$ cat src/rtl/dmem_pkg.sv
// dmem_pkg: shared types and constants for the data-memory controller
package dmem_pkg;
    typedef enum logic [1:0] {IDLE, REQ, RESP, DONE} state_t;
    typedef enum logic [1:0] {SZ_B, SZ_H, SZ_W} size_t;
    localparam logic [3:0] BE_B = 4'b0001;
    localparam logic [3:0] BE_H = 4'b0011;
    localparam logic [3:0] BE_W = 4'b1111;
    localparam int TIMEOUT_W = 8;
endpackage

$ cat src/rtl/dmem_lane_align.sv
// dmem_lane_align: size decode, byte enables, store replication, misalign check and load extract/extend
module dmem_lane_align
    import dmem_pkg::*;
(
    input  logic [1:0]  off,
    input  logic        is_byte,
    input  logic        is_hwrd,
    input  logic        is_wrd,
    input  logic [31:0] wdata,
    input  logic [1:0]  ld_off,
    input  logic [1:0]  ld_size,
    input  logic        ld_rdu,
    input  logic [31:0] rdata,
    output logic [1:0]  size,
    output logic [3:0]  be,
    output logic [31:0] wdata_rep,
    output logic        misalign,
    output logic [31:0] ld_data
);
    logic [31:0] s;
    always_comb begin
        // an explicit word flag and no size flag at all both mean word
        size = is_byte ? SZ_B : is_hwrd ? SZ_H : is_wrd ? SZ_W : SZ_W;
        be = size == SZ_B ? BE_B << off : size == SZ_H ? BE_H << off : BE_W;
        wdata_rep = size == SZ_B ? {4{wdata[7:0]}} : size == SZ_H ? {2{wdata[15:0]}} : wdata;
        misalign = (size == SZ_H && off[0]) || (size == SZ_W && off != 2'b00);
        s = rdata >> {ld_off, 3'b000};
        ld_data = ld_size == SZ_B ? {{24{s[7] & ~ld_rdu}}, s[7:0]} :
                  ld_size == SZ_H ? {{16{s[15] & ~ld_rdu}}, s[15:0]} : s;
    end
endmodule

$ cat src/rtl/dmem_ctrl.sv
// dmem_ctrl: turns the mem stage's single-cycle dmem request into a valid/ready word-bus transaction,
// stalling the pipeline until the access completes, faults or times out.
module dmem_ctrl
    import dmem_pkg::*;
#(
    parameter int TIMEOUT = 255
) (
    input  logic        clk,
    input  logic        rst,
    input  logic [31:0] dmem_addr,
    input  logic [31:0] dmem_wdata,
    input  logic        dmem_write,
    input  logic        dmem_read,
    input  logic        dmem_rdu,
    input  logic        dmem_byte,
    input  logic        dmem_hwrd,
    input  logic        dmem_wrd,
    output logic [31:0] dmem_rdata,
    output logic        dmem_stall,
    output logic        dmem_misalign,
    output logic        dmem_fault,
    output logic [31:0] bus_addr,
    output logic [31:0] bus_wdata,
    output logic [3:0]  bus_be,
    output logic        bus_we,
    output logic        bus_valid,
    input  logic        bus_ready,
    input  logic [31:0] bus_rdata,
    input  logic        bus_rvalid,
    input  logic        bus_err
);
    state_t state, state_nx;
    logic [TIMEOUT_W-1:0] cnt;
    logic [1:0] size, ld_off, ld_size;
    logic [3:0] be;
    logic [31:0] wdata_rep, ld_data;
    logic misalign, ld_rdu, fault_q, fault_nx, req, accept, expire, start;
    dmem_lane_align u_align (
        .off       (dmem_addr[1:0]),
        .is_byte   (dmem_byte),
        .is_hwrd   (dmem_hwrd),
        .is_wrd    (dmem_wrd),
        .wdata     (dmem_wdata),
        .ld_off    (ld_off),
        .ld_size   (ld_size),
        .ld_rdu    (ld_rdu),
        .rdata     (bus_rdata),
        .size      (size),
        .be        (be),
        .wdata_rep (wdata_rep),
        .misalign  (misalign),
        .ld_data   (ld_data)
    );
    assign req = dmem_read | dmem_write;
    assign start = state == IDLE && req && !misalign;
    assign accept = bus_valid & bus_ready;
    // the increment made in this cycle would reach TIMEOUT, so abort on this edge
    assign expire = (state == REQ || state == RESP) && cnt == TIMEOUT_W'(TIMEOUT - 1);
    assign bus_valid = state == REQ;
    assign dmem_stall = start || state == REQ || state == RESP;
    assign dmem_misalign = state == IDLE && req && misalign;
    assign dmem_fault = state == DONE && fault_q;
    always_ff @(posedge clk or posedge rst) begin
        if (rst)
            state <= IDLE;
        else
            state <= state_nx;
    end
    always_comb begin
        state_nx = state;
        fault_nx = 1'b0;
        case (state)
            IDLE: state_nx = start ? REQ : IDLE;
            REQ: begin
                state_nx = accept ? (bus_we ? DONE : RESP) : expire ? DONE : REQ;
                fault_nx = accept ? bus_we & bus_err : expire;
            end
            RESP: begin
                state_nx = (bus_rvalid || expire) ? DONE : RESP;
                fault_nx = bus_rvalid ? bus_err : expire;
            end
            default: state_nx = IDLE;
        endcase
    end
    always_ff @(posedge clk or posedge rst) begin
        if (rst) begin
            bus_addr <= '0;
            bus_wdata <= '0;
            bus_be <= '0;
            bus_we <= 1'b0;
            ld_off <= '0;
            ld_size <= '0;
            ld_rdu <= 1'b0;
            cnt <= '0;
            fault_q <= 1'b0;
            dmem_rdata <= '0;
        end else begin
            if (start) begin
                bus_addr <= {dmem_addr[31:2], 2'b00};
                bus_wdata <= wdata_rep;
                bus_be <= be;
                bus_we <= dmem_write;
                ld_off <= dmem_addr[1:0];
                ld_size <= size;
                ld_rdu <= dmem_rdu;
                cnt <= '0;
            end else if (state == REQ || state == RESP) begin
                cnt <= cnt + 1'b1;
            end
            // stores, faults and timeouts all complete with zero load data
            if (state != DONE && state_nx == DONE) begin
                fault_q <= fault_nx;
                dmem_rdata <= (state == RESP && bus_rvalid && !bus_err) ? ld_data : '0;
            end
        end
    end
endmodule

$ cat config.mk
export PLATFORM = sky130hd
export DESIGN_NAME = dmem_ctrl
export DESIGN_NICKNAME = d
export VERILOG_FILES = /design/src/rtl/dmem_pkg.sv /design/src/rtl/dmem_lane_align.sv /design/src/rtl/dmem_ctrl.sv
export SDC_FILE = /design/constraint.sdc
export NUM_CORES = 1
export LEC_CHECK = 0
export ABC_AREA = 1
export ABC_CLOCK_PERIOD_IN_PS = 3550
export BUFFER_PORTS_ARGS = -buffer_cell sky130_fd_sc_hd__buf_2
export CAP_MARGIN = 25
export CELL_PAD_IN_SITES_DETAIL_PLACEMENT = 0
export CELL_PAD_IN_SITES_GLOBAL_PLACEMENT = 2
export CORE_UTILIZATION = 24
export CTS_CLUSTER_DIAMETER = 120
export CTS_CLUSTER_SIZE = 25
export DETAILED_ROUTE_END_ITERATION = 10
export GPL_TIMING_DRIVEN = 0
export PLACE_DENSITY_LB_ADDON = 0.3
export SYNTH_ARGS = -nofsm -noshare
export SYNTH_HDL_FRONTEND = slang
export SYNTH_SLANG_ARGS = --single-unit
$ cat constraint.sdc
create_clock -name clk -period 3.55 [get_ports clk]
set_input_delay 0.71 -clock clk [delete_from_list [all_inputs] [get_ports clk]]
set_output_delay 0.71 -clock clk [all_outputs]
set_load 0.01 [all_outputs]
==> flow_summary.toml <==
[outcome]
status = "completed"

[clock_network]
cts_root_buf = "clkbuf_16"
ctsHoldBuffers = 0
post_cts_buffers = 0
clock_path_buffers = 2
htreeDepth = 4
cts_sinks = 115
cts_buffers = 17
clk_latency_ns = 0.43
cts.clk_slew.worst_paths_ns = 0.07
cts_resized = 0
cts_tree = "yes"

[floorplanning]
rows = 57
die_y_um = 160
io_pins = 212
die_w_um = 160
core_um2 = 24400
dieArea_um2 = 25500
start_util_pct = 24.5

[sta]
fin_skew_ns = 0.0150
final_max_slew_viol_count = 0
max_freq_ghz = 0.323
fin_crit_sh_pct = 87.3
worst_slew_pin_slew_ns = 0.764
hold_violations = 0
setup-tns-final_ns = 0
slew-limit-headroom_pct = 48.9
setup_violations = 0
rsz0062_at_grt = "no"
whs_ns = 0.314
fin_crit_ns = 3.10

[worst_setup_path]
cp.arrival_ns = 2.39
r2r-start = "state[0]"
cp_slowest_cell = "dfrtp_1"
required_ns = 2.84
crit_path_frequent_cell = "buf_2"
reg2reg_to = "dmem_rdata[27]"
r2r_slack_ns = 1.16
slowest_delay_ns = 0.44
crit_fanout = 10
cp-start-kind = "flip-flop"
crit_type = "flip-flop to output pin"
r2r_cells = 9
end_kind = "output pin"
path_cells = "inv_1, ha_1, o21ai_0, nor2_4, inv_1, buf_2, buf_2, nand3_1, buf_2"

[drt]
remaining_drc_errors = 0
top_layer = "met5"
vias = 5796
wl_per_cell_um = 14.8
viasPerCell = 4.22
drt_iter0_drc = 224
route.met3.wl_um = 1360
met1_length_um = 9490
wl_met2_um = 9070
first_pass_iters = 4
ant_nets = 0
totalWireLength_um = 20300

[grt]
grt_pass1_vias = 5855
grt_max_degree = 37
grt_overflow = 0
antenna_found_initial = 2
grt_pass1_wl_um = 32400
grtUsageTotal_pct = 16.4

[pwr]
power.total_mw = 6.99
ir_worst_vdd_mv = 0.337
p_leak_nw = 4.48
powerDensity_nw_per_um2 = 863

[logic_synthesis]
synth_edf_count = 0
netlist.area_leader.share_pct = 48.1
syn_inst = 804
syn_area_um2 = 5980
synth_area_leaders = "dfrtp_1, nand2_1, inv_1, o21ai_0, o21bai_1"
synth.ff_latch_count = 115
ys.flop_type = "dfrtp_1"
yosys_warnings = 0
yosysMostFrequentCell = "nand2_1"
synth_top_cell_by_area = "dfrtp_1"
postSynthAreaPerCell_um2 = 7.44
ys_async_sr_fraction_pct = 100
ys_top_cells_by_count = "nand2_1, dfrtp_1, inv_1"
ys_seq_area_share_pct = 48.1
yosysUniqueCellTypes = 27

[final_layout]
diodes = 0
fin_nets = 1153
layout-drive-gt1-share_pct = 26.0
area_delta_synth_final_pct = 35.5
stdcell_count = 1372
fillers = 2775

[place]
place.gp.congestion = 0.779
port-buffer-count = 208
dp.cells = 1340
hpwlAfterDp_um = 15500

[flow_run]
cap_violations = 0

[hold_path]
hp-class = "input pin to async pin"
## metrics by stage
stage | cell area, um^2 | utilization (%) | worst slack, ns
6_report | 8100 | 33.2 | 0.451
5_1_grt | 8100 | 33.2 | 0.223
4_1_cts | 8100 | 33.2 | 0.358
3_5_place_dp | 7490 | 30.7 | 0.412
3_3_place_gp | 7430 | 30.5 | 0.408
2_1_floorplan | 5990 | - | 1.06
## power by group
group	switching, mW	internal, mW
clock	0.720	1.07
sequential	0.319	1.88
combinational	1.93	1.07
## state kept, by name (all words and copies together), names as in the netlist, 2 cells and up
register and count:
bus_wdata 32, dmem_rdata 32, bus_addr 30, cnt 8, bus_be 4, ld_off 2, ld_size 2, state 2
## placed cells by master (no fill, tap or decap), types with 2 or more instances in the layout
cell / instances
nor2_4: 2
buf_12: 3
buf_4: 2
clkbuf_16: 17
nor2_1: 63
clkbuf_1: 20
conb_1: 2
a21oi_1: 36
o21ai_0: 51
nor3_1: 3
buf_6: 3
nand2_1: 322
bufinv_16: 2
clkinvlp_4: 2
inv_6: 6
ha_1: 11
inv_1: 78
buf_2: 226
clkinv_4: 2
dfrtp_1: 115
o21bai_1: 33
and3_1: 2
nand3_1: 15
o22ai_1: 3
inv_8: 4
a31oi_1: 17
## per-layer routing
metal,global-route usage [%],up-vias
met1,21.5,2639
met3,5.14,22
met2,25.7,173
met4,5.45,2
met5,0,-
li1,-,2960
## cell type report
cell class                      instances  area, um^2  area share [%]
Buffer                                 44         218            2.69
Clock buffer                           17         425            5.25
Clock inverter                         15         183            2.26
Inverter                               80         304            3.75
Multi-Input combinational cell        566        2590            31.9
Sequential cell                       115        2880            35.5
Tap cell                              324         405            5.00
Timing Repair Buffer                  211        1100            13.6
## how the worst max path moves through the flow
stage,slack [ns],startpoint,depth (start not counted),to
finish,0.45,state[1],9,dmem_stall
global route,0.22,state[1],9,dmem_stall
CTS,0.36,state[1],9,dmem_stall
detailed placement,0.41,dmem_byte,10,dmem_stall
global placement,0.41,rst,2,dmem_rdata[4]
floorplan,1.06,dmem_addr[1],10,dmem_stall
## kinds of logic (layout without fill, tap and decap cells)
family / after synthesis / after routing / share of synthesized area [%]
buffers and inverters: 124 / 367 / 8.66
AOI/OAI and AO/OA: 141 / 141 / 13.6
other: 1 / 2 / 0.0627
adders and majority gates: 11 / 11 / 2.30
xor gates and xnor gates: 2 / 2 / 0.293
and+or+nand+nor: 410 / 410 / 26.9
DFF: 115 / 115 / 48.1
## critical path, delay by kind of cell, from the launching register on
| kind | cells | cell delay, ns |
|---|---|---|
| compound gates | 1 | 0.20 |
| flops | 1 | 0.44 |
| simple gates | 2 | 0.23 |
| buf+inv | 5 | 0.88 |
| fa+ha+maj | 1 | 0.23 |
Power figures use the tool's default switching activity.
